<file path="src/rtl/lot_occupancy.sv">
// lot_occupancy: multi-lane parking-lot occupancy tracker.
//
// Each lane has an outer (c) and inner (d) beam. A per-lane FSM accepts only
// a complete four-phase crossing (10,11,01,00 = entry; 01,11,10,00 = exit),
// with back-up allowed, and emits a one-cycle enter/exit pulse. A shared
// counter nets all lane events each cycle and saturates at 0 and CAP.
//
// Optional build macro: LOT_SYNC_EN adds a 2-flop synchronizer on every c/d
// bit (2 extra cycles of latency). Leave it undefined for sync sensors.
//
// Ports:
//   clk    in   system clock
//   reset  in   synchronous, active-high reset
//   c      in   [LANES] outer beam blocked
//   d      in   [LANES] inner beam blocked
//   enter  out  [LANES] one-cycle validated entry pulse
//   exit   out  [LANES] one-cycle validated exit pulse
//   count  out  [CW]    current occupancy
//   full   out  count == CAP
//   empty  out  count == 0
//   ovf    out  one-cycle pulse: last update was clamped
module lot_occupancy #(
    parameter int LANES = 2,
    parameter int CAP   = 16,
    localparam int CW   = $clog2(CAP + 1)
) (
    input  logic             clk,
    input  logic             reset,
    input  logic [LANES-1:0] c,
    input  logic [LANES-1:0] d,
    output logic [LANES-1:0] enter,
    output logic [LANES-1:0] exit,
    output logic [CW-1:0]    count,
    output logic             full,
    output logic             empty,
    output logic             ovf
);

    localparam logic [2:0] StIdle  = 3'd0;
    localparam logic [2:0] StE1    = 3'd1;
    localparam logic [2:0] StE2    = 3'd2;
    localparam logic [2:0] StE3    = 3'd3;
    localparam logic [2:0] StX1    = 3'd4;
    localparam logic [2:0] StX2    = 3'd5;
    localparam logic [2:0] StX3    = 3'd6;
    localparam logic [2:0] StAbort = 3'd7;

    logic [LANES-1:0] c_f;
    logic [LANES-1:0] d_f;

`ifdef LOT_SYNC_EN
    logic [LANES-1:0] c_s1, c_s2, d_s1, d_s2;

    always_ff @(posedge clk) begin
        if (reset) begin
            c_s1 <= '0;
            c_s2 <= '0;
            d_s1 <= '0;
            d_s2 <= '0;
        end else begin
            c_s1 <= c;
            c_s2 <= c_s1;
            d_s1 <= d;
            d_s2 <= d_s1;
        end
    end

    assign c_f = c_s2;
    assign d_f = d_s2;
`else
    assign c_f = c;
    assign d_f = d;
`endif

    logic [2:0]       state_q [LANES];
    logic [2:0]       state_d [LANES];
    logic [LANES-1:0] enter_d;
    logic [LANES-1:0] exit_d;

    always_comb begin
        for (int i = 0; i < LANES; i++) begin
            logic [1:0] s;
            s          = {c_f[i], d_f[i]};
            state_d[i] = state_q[i];
            enter_d[i] = 1'b0;
            exit_d[i]  = 1'b0;
            case (state_q[i])
                StIdle: begin
                    case (s)
                        2'b10:   state_d[i] = StE1;
                        2'b01:   state_d[i] = StX1;
                        2'b11:   state_d[i] = StAbort;
                        default: state_d[i] = StIdle;
                    endcase
                end
                StE1: begin
                    case (s)
                        2'b10:   state_d[i] = StE1;
                        2'b11:   state_d[i] = StE2;
                        2'b00:   state_d[i] = StIdle;  // backed out, no report
                        default: state_d[i] = StAbort;
                    endcase
                end
                StE2: begin
                    case (s)
                        2'b11:   state_d[i] = StE2;
                        2'b01:   state_d[i] = StE3;
                        2'b10:   state_d[i] = StE1;
                        default: state_d[i] = StAbort;
                    endcase
                end
                StE3: begin
                    case (s)
                        2'b01:   state_d[i] = StE3;
                        2'b00: begin
                            state_d[i] = StIdle;
                            enter_d[i] = 1'b1;
                        end
                        2'b11:   state_d[i] = StE2;
                        default: state_d[i] = StAbort;
                    endcase
                end
                StX1: begin
                    case (s)
                        2'b01:   state_d[i] = StX1;
                        2'b11:   state_d[i] = StX2;
                        2'b00:   state_d[i] = StIdle;
                        default: state_d[i] = StAbort;
                    endcase
                end
                StX2: begin
                    case (s)
                        2'b11:   state_d[i] = StX2;
                        2'b10:   state_d[i] = StX3;
                        2'b01:   state_d[i] = StX1;
                        default: state_d[i] = StAbort;
                    endcase
                end
                StX3: begin
                    case (s)
                        2'b10:   state_d[i] = StX3;
                        2'b00: begin
                            state_d[i] = StIdle;
                            exit_d[i]  = 1'b1;
                        end
                        2'b11:   state_d[i] = StX2;
                        default: state_d[i] = StAbort;
                    endcase
                end
                default: begin
                    if (s == 2'b00) state_d[i] = StIdle;
                end
            endcase
        end
    end

    // Net all lane events in one signed sum, then clamp to [0, CAP].
    logic [CW-1:0]        count_q;
    logic [CW-1:0]        count_d;
    logic                 ovf_d;
    logic [CW+3:0]        n_e;
    logic [CW+3:0]        n_x;
    logic signed [CW+3:0] sum;

    always_comb begin
        n_e = '0;
        n_x = '0;
        for (int i = 0; i < LANES; i++) begin
            n_e = n_e + {{(CW + 3){1'b0}}, enter_d[i]};
            n_x = n_x + {{(CW + 3){1'b0}}, exit_d[i]};
        end
        sum     = $signed({4'b0000, count_q}) + $signed(n_e) - $signed(n_x);
        count_d = sum[CW-1:0];
        ovf_d   = 1'b0;
        if (sum < 0) begin
            count_d = '0;
            ovf_d   = 1'b1;
        end else if (sum > $signed((CW + 4)'(CAP))) begin
            count_d = CW'(CAP);
            ovf_d   = 1'b1;
        end
    end

    always_ff @(posedge clk) begin
        if (reset) begin
            for (int i = 0; i < LANES; i++) state_q[i] <= StIdle;
            enter   <= '0;
            exit    <= '0;
            count_q <= '0;
            ovf     <= 1'b0;
        end else begin
            for (int i = 0; i < LANES; i++) state_q[i] <= state_d[i];
            enter   <= enter_d;
            exit    <= exit_d;
            count_q <= count_d;
            ovf     <= ovf_d;
        end
    end

    assign count = count_q;
    assign full  = (count_q == CW'(CAP));
    assign empty = (count_q == '0);

endmodule

</file>
<file path="config.mk">
export PLATFORM = sky130hd
export DESIGN_NAME = lot_occupancy
export DESIGN_NICKNAME = d
export VERILOG_FILES = /design/src/rtl/lot_occupancy.sv
export SDC_FILE = /design/constraint.sdc
export NUM_CORES = 1
export LEC_CHECK = 0
export ABC_AREA = 1
export BUFFER_PORTS_ARGS = -buffer_cell sky130_fd_sc_hd__buf_2
export CAP_MARGIN = 20
export CORE_MARGIN = 10
export CORE_UTILIZATION = 55
export CTS_CLUSTER_SIZE = 8
export DETAILED_ROUTE_END_ITERATION = 10
export GPL_ROUTABILITY_DRIVEN = 1
export PLACE_DENSITY = 0.76
export SLEW_MARGIN = 10
export SYNTH_ARGS = -nofsm -noshare
export SYNTH_HDL_FRONTEND = slang
export SYNTH_SLANG_ARGS = --single-unit
</file>
<file path="constraint.sdc">
create_clock -name clk -period 3.24 [get_ports clk]
set_input_delay 0.324 -clock clk [delete_from_list [all_inputs] [get_ports clk]]
set_output_delay 0.324 -clock clk [all_outputs]
set_load 0.03 [all_outputs]
</file>
==> results.rst, run 1 <==
.. list-table::
   :header-rows: 1

   * - Metric
     - Value
   * - Number of antenna violations at the first check in global routing
     - 0
   * - Endpoint required time on the critical path
     - 3420 ps
   * - Net count after synthesis
     - 250
   * - Most used standard cell by instance count after synthesis
     - sky130_fd_sc_hd__nand2_1
   * - Setup TNS after final layout
     - 0 ps
   * - DR DRC count
     - 0
   * - Filler cell count
     - 233
   * - DIE AREA
     - 0.00498 mm2
   * - Timing startpoint of the critical path
     - state_q[0][1]$_SDFFE_PP0P_
   * - Post-route fraction of the period consumed by the critical path
     - 0.913
   * - Transition time of the tightest slew-check pin
     - 285 ps
   * - Drt first-iter violations
     - 138
   * - Max Slew Vio Count
     - 0
   * - Setup slack after placement
     - 43.4 ps
   * - Yosys warnings
     - 0
   * - Number of nets in the finished design
     - 276
   * - Number of I/O port buffers
     - 17
   * - Top post-synthesis cells by count
     - sky130_fd_sc_hd__nand2_1, sky130_fd_sc_hd__inv_1, sky130_fd_sc_hd__nor2_1
   * - Detailed-placement wirelength estimate
     - 2.42 mm
   * - Die Width
     - 70.6 um
   * - Count of antenna-violating nets left after detailed routing
     - 0
   * - Wirelength per Cell
     - 10.8 um
   * - Endpoint arrival time on the critical path
     - 3130 ps
   * - Bufs on Longest Clock Path
     - 2
   * - Maximum number of pins on one net before global-route repair
     - 10
   * - Setup repair after global routing missed its margin
     - false
   * - Average instance area after synthesis
     - 6.36 um2
   * - Number of levels in the clock H-tree
     - 1
   * - Seq cells post-synth
     - 16
   * - Overall global routing resource usage
     - 0.125
   * - Antenna diode count
     - 0
   * - Hold/Removal Path Class
     - input pin to flop
   * - Post-Syn Instances
     - 221
   * - Length of the first detailed-routing pass in iterations
     - 4
   * - Critical hold path startpoint
     - reset
   * - Setup bufs post-CTS
     - 0
   * - Number of rows created at floorplan
     - 18
   * - Post-detailed-routing wire length
     - 2.97 mm
   * - Worst slew margin
     - 0.809
   * - Mean number of vias per cell
     - 5.12
   * - First-pass GRT wire length
     - 5.49 mm
   * - Peak clock frequency supported by timing
     - 338 MHz
   * - Clock-pin slew on the worst setup and hold paths
     - 90 ps
   * - Critical path endpoint category
     - flop
   * - Cell type of the slowest stage on the worst timing path
     - sky130_fd_sc_hd__fa_1
   * - RD Place Congestion
     - 0.859
   * - Start of the worst register-to-register path
     - state_q[0][1]$_SDFFE_PP0P_
   * - Fraction of final layout cells sized beyond drive strength 1
     - 0.151
   * - Post-synthesis cell type count
     - 19
   * - Initial Util
     - 0.573
   * - Crit-path max FO
     - 9
   * - Crit-path max cell delay
     - 510 ps
   * - Max Cap Violations
     - 0
   * - Async S/R FF share, synth
     - 0
   * - Area contributors post-synth
     - sky130_fd_sc_hd__dfxtp_1, sky130_fd_sc_hd__ha_1, sky130_fd_sc_hd__nand2_1
   * - Chain of cells forming the critical path
     - buf_4 -> nand3_1 -> nor2_2 -> fa_1 -> inv_1 -> fa_1 -> ha_1 -> inv_1 -> fa_1 -> nand2_1 -> nor2_1 -> nand2_1 -> nand3_1 -> nand3b_1 -> nor2_1
   * - Peak VDD IR
     - 0.405 mV
   * - Setup skew after layout
     - 8.85 ps
   * - Skew-Pair Late Insertion Delay
     - 280 ps
   * - Most used cell, CP
     - sky130_fd_sc_hd__fa_1
   * - Final Hold Viols
     - 0
   * - Power density over cell area
     - 592 mW/mm2
   * - Sequential-to-total area share from yosys stat
     - 0.228
   * - Run status
     - finished, final reports clean
   * - Core area
     - 0.00245 mm2
   * - Finish-stage setup viols
     - 0
   * - Leak
     - 0.902 nW
   * - Synthesis-to-layout area growth
     - 13.3%
   * - Count of vias placed by the detailed router
     - 1,409
   * - Master cell of the clock root buffer
     - sky130_fd_sc_hd__clkbuf_4
   * - Launching element type of the critical path
     - flop
   * - Height of the die
     - 70.6 um
   * - Number of global-route vias before repair
     - 1,308
   * - Number of buffers created by CTS
     - 3
   * - Total overflow reported by the global router
     - 0
   * - Critical path class
     - flop to flop
   * - Final worst path period need
     - 2960 ps
   * - Main synth FF type
     - sky130_fd_sc_hd__dfxtp_1
   * - Cell type with the highest aggregate area in the netlist
     - sky130_fd_sc_hd__dfxtp_1
   * - PnR worst setup slack
     - 282 ps
   * - Top Ports
     - 18
   * - Netlist area before placement
     - 0.00141 mm2
   * - TritonCTS clock tree
     - built
   * - Number of enable-type register cells in the synthesized netlist
     - 0
   * - Post-layout power
     - 0.943 mW
   * - Share of Yosys cell area claimed by the top area cell type
     - 0.228
   * - Number of clock sinks
     - 16
-- flip-flops by register name, indices dropped and copies added (netlist names) --
| signal | flops |
|---|---|
| state_q | 6 |
| count | 5 |
| enter | 2 |
| exit | 2 |
| ovf | 1 |
-- layout by cell type (no fill, tap or decap) --
cell type / count
sky130_fd_sc_hd__dfxtp_1: 15
sky130_fd_sc_hd__nand3b_1: 1
sky130_fd_sc_hd__o211ai_1: 1
sky130_fd_sc_hd__nor2_2: 3
sky130_fd_sc_hd__inv_1: 39
sky130_fd_sc_hd__nand2_2: 1
sky130_fd_sc_hd__clkbuf_4: 3
sky130_fd_sc_hd__dfxtp_2: 1
sky130_fd_sc_hd__nor3_1: 5
sky130_fd_sc_hd__ha_1: 20
sky130_fd_sc_hd__a21oi_1: 3
sky130_fd_sc_hd__o21ai_1: 1
sky130_fd_sc_hd__or2_2: 1
sky130_fd_sc_hd__inv_2: 3
sky130_fd_sc_hd__nor2_1: 34
sky130_fd_sc_hd__buf_4: 8
sky130_fd_sc_hd__buf_2: 17
sky130_fd_sc_hd__nand3_1: 24
sky130_fd_sc_hd__nand4_1: 9
sky130_fd_sc_hd__nand2_1: 50
sky130_fd_sc_hd__fa_1: 3
sky130_fd_sc_hd__o21ai_0: 3
-- what timing repair did --
action	in CTS	in global routing
setup endpoints to repair	0	4
hold buffers	0	0
hold endpoints to repair	0	0
gates resized for setup	0	5
-- final timing paths --
path,endpoint,slack [ps],cells past startpoint
min reg2reg,exit[1]$_SDFF_PP0_,570,2
min,state_q[0][5]$_SDFFE_PP0P_,300,2
max,count[2]$_SDFF_PP0_,280,15
max reg2reg,count[2]$_SDFF_PP0_,280,15
-- area by class of cell --
cell class / count / area (um2) / area share
inverter: 42 / 158 / 0.0990
multi-input combinational: 159 / 908 / 0.570
timing repair buffer: 25 / 145 / 0.0911
tap: 30 / 37.5 / 0.0236
clock buffer: 3 / 22.5 / 0.0141
sequential: 16 / 322 / 0.202
-- per-stage QoR --
stage                     instance area (um2)  instances  hold slack, ps  utilization
after global placement                   1560        272             537        0.636
after global routing                     1590        275             313        0.649
after CTS                                1580        275             291        0.645
final                                    1590        275             299        0.649
after floorplan                          1410        221             396            -
after detailed placement                 1560        272             547        0.636
-- layer usage --
layer	routed length, um	global-route usage
met1	1410	0.161
met2	1300	0.203
met3	228	0.0391
met4	22	0.0194
met5	0	0
-- report_power, final --
part	internal, mW	total [mW]	switching [mW]
combinational	0.194	0.572	0.377
clock	0.0431	0.0984	0.0553
sequential	0.242	0.272	0.0304
total	0.479	0.943	0.463
-- worst max-delay path: cells and delay by family, from the launching register on --
| kind | cells | cell delay [ps] |
|---|---|---|
| buf+inv | 3 | 280 |
| simple gates | 8 | 740 |
| flops | 1 | 320 |
| fa+ha+maj | 4 | 1510 |
-- cell families after synthesis --
kind of cell,after synthesis,share of synthesized area
AND/OR/NAND/NOR,128,0.390
buffers and inverters,46,0.132
adder cells (fa/ha/maj),23,0.221
flip-flops,16,0.228
AO/OA/AOI/OAI,8,0.0302
(Power assumes the default switching activity.)
==> run 2: changes to the inputs <==
Settings changed: CORE_UTILIZATION 55 to 25, CTS_BUF_LIST set to sky130_fd_sc_hd__clkbuf_8, PLACE_DENSITY 0.76 to not set.
==> results.rst, run 2 (synthesis gave the netlist of run 1 again) <==
.. list-table::
   :header-rows: 1

   * - Metric
     - Value
   * - Final worst path period need
     - 2930 ps
   * - RD Place Congestion
     - 0.797
   * - Height of the die
     - 95 um
   * - Number of flip-flops under the largest register name
     - 6
   * - TritonCTS clock tree
     - built
   * - Bufs on Longest Clock Path
     - 2
   * - Endpoint arrival time on the critical path
     - 3080 ps
   * - Placed cell count
     - 310
   * - Skew-Pair Late Insertion Delay
     - 250 ps
   * - Total overflow reported by the global router
     - 0
   * - Finish-stage setup viols
     - 0
   * - Power share of the combinational group
     - 0.529
   * - Wirelength per Cell
     - 9.63 um
   * - Core area
     - 0.00547 mm2
   * - Endpoint required time on the critical path
     - 3390 ps
   * - Overall global routing resource usage
     - 0.0726
   * - Antenna diode count
     - 0
   * - Number of cells in the finished layout apart from fillers
     - 314
   * - Crit-path max FO
     - 5
   * - Commonest cells after routing, fill and taps aside
     - sky130_fd_sc_hd__nand2_1, sky130_fd_sc_hd__inv_1, sky130_fd_sc_hd__nor2_1, sky130_fd_sc_hd__nand3_1, sky130_fd_sc_hd__ha_1
   * - Length of the first detailed-routing pass in iterations
     - 4
   * - Critical path class
     - input pin to flop
   * - Most used cell, CP
     - sky130_fd_sc_hd__inv_1
   * - Launching element type of the critical path
     - input pin
   * - Peak clock frequency supported by timing
     - 341 MHz
   * - Maximum number of pins on one net before global-route repair
     - 11
   * - Final core utilization
     - 0.300
   * - Internal power contribution
     - 0.531 mW
   * - First-pass GRT wire length
     - 5.44 mm
   * - Detailed-placement wirelength estimate
     - 2.54 mm
   * - Peak VDD IR
     - 0.151 mV
   * - Register with the highest flop count
     - state_q
   * - Clock-pin slew on the worst setup and hold paths
     - 60 ps
   * - Mean number of vias per cell
     - 4.33
   * - Final Hold Viols
     - 0
   * - Number of global-route vias before repair
     - 1,302
   * - Fraction of final layout cells sized beyond drive strength 1
     - 0.124
   * - Count of antenna-violating nets left after detailed routing
     - 0
   * - Crit-path max cell delay
     - 500 ps
   * - Run status
     - finished, final reports clean
   * - Post-route fraction of the period consumed by the critical path
     - 0.905
   * - Synthesis-to-layout area growth
     - 16.6%
   * - Count of vias placed by the detailed router
     - 1,360
   * - Die Width
     - 95 um
   * - Number of antenna violations at the first check in global routing
     - 0
   * - Number of levels in the clock H-tree
     - 1
   * - Transition time of the tightest slew-check pin
     - 322 ps
   * - Number of nets in the finished design
     - 272
   * - Max Cap Violations
     - 0
   * - Critical path endpoint category
     - flop
   * - Chain of cells forming the critical path
     - buf_2 -> inv_1 -> ha_1 -> inv_1 -> nor2_1 -> fa_1 -> inv_1 -> fa_1 -> ha_1 -> inv_1 -> fa_1 -> nand2_1 -> nor2_1 -> nand2_1 -> nand3_1 -> nand3b_1 -> nor2_1
   * - Cell type of the slowest stage on the worst timing path
     - sky130_fd_sc_hd__fa_1
   * - Power density over cell area
     - 605 mW/mm2
   * - Switching part of the total
     - 0.465
   * - Setup repair after global routing missed its margin
     - false
   * - Clock share of power
     - 0.179
   * - Leak
     - 0.897 nW
   * - Post-layout power
     - 0.992 mW
   * - Number of I/O port buffers
     - 17
   * - Setup TNS after final layout
     - 0 ps
   * - Part of the power in registers
     - 0.293
   * - Top Ports
     - 18
   * - Initial Util
     - 0.257
   * - Count of hold-fix buffers inserted at cts
     - 0
   * - Worst slew margin
     - 0.785
   * - Setup skew after layout
     - 2.73 ps
   * - Hold/Removal Path Class
     - input pin to flop
   * - Master cell of the clock root buffer
     - sky130_fd_sc_hd__clkbuf_8
   * - Post-detailed-routing wire length
     - 3.02 mm
   * - Number of rows created at floorplan
     - 27
   * - Drt first-iter violations
     - 45
   * - Number of buffers created by CTS
     - 3
   * - Switching Power
     - 0.461 mW
   * - Number of clock sinks
     - 16
   * - DIE AREA
     - 0.00903 mm2
   * - Max Slew Vio Count
     - 0
   * - Leading cell type in the layout, fill and taps excluded
     - sky130_fd_sc_hd__nand2_1
   * - DR DRC count
     - 0
[run 2: critical path, delay by kind of cell]
kind                     cells  cell delay [ps]
AND/OR/NAND/NOR              7              570
adder cells (fa/ha/maj)      5             1730
buffers and inverters        5              450
[run 2: power groups by stage]
stage	Combinational (mW)	Clock [mW]	Sequential, mW
after floorplan	0.400	0	0.299
final	0.525	0.177	0.290
after global routing	0.601	0.187	0.298
after CTS	0.527	0.182	0.289
after global placement	0.529	0	0.294
after detailed placement	0.525	0	0.293
[run 2: path summary, 6_finish.rpt]
path	from	cells past startpoint	endpoint	slack (ps)
worst max-delay path	c[0]	17	count[2]$_SDFF_PP0_	310
worst min-delay path	reset	2	state_q[0][5]$_SDFFE_PP0P_	330
worst max register to register	state_q[0][2]$_SDFFE_PP0P_	14	count[2]$_SDFF_PP0_	340
worst min register to register	state_q[0][4]$_SDFFE_PP0P_	2	exit[1]$_SDFF_PP0_	560
[run 2: final cells by class]
class,instances,area [um2]
multi-input combinational,159,901
tap,72,90.1
fill,610,3830
inverter,42,158
sequential,16,322
timing repair buffer,21,115
clock buffer,4,55.1
[run 2: layer usage]
metal	part of all wire	global-route usage	vias to the layer above
met4	0.015	0.0262	0
li1	-	-	727
met5	0	0	-
met3	0.019	0.0103	5
met1	0.44	0.0801	610
met2	0.52	0.137	18
[run 2: timing repair]
action                                 4_1_cts  5_1_grt
buffers inserted                             0        0
resized for setup                            0        1
endpoints found under the hold margin        0        0
setup endpoints to repair                    0        4
[run 2: through the flow]
stage | hold WS [ps] | worst slack, ps | cell area [um2]
2_1_floorplan | 396 | 393 | 1410
3_3_place_gp | 547 | 131 | 1580
3_5_place_dp | 549 | 36.0 | 1580
4_1_cts | 328 | 254 | 1640
5_1_grt | 360 | 15.2 | 1640
6_report | 326 | 308 | 1640
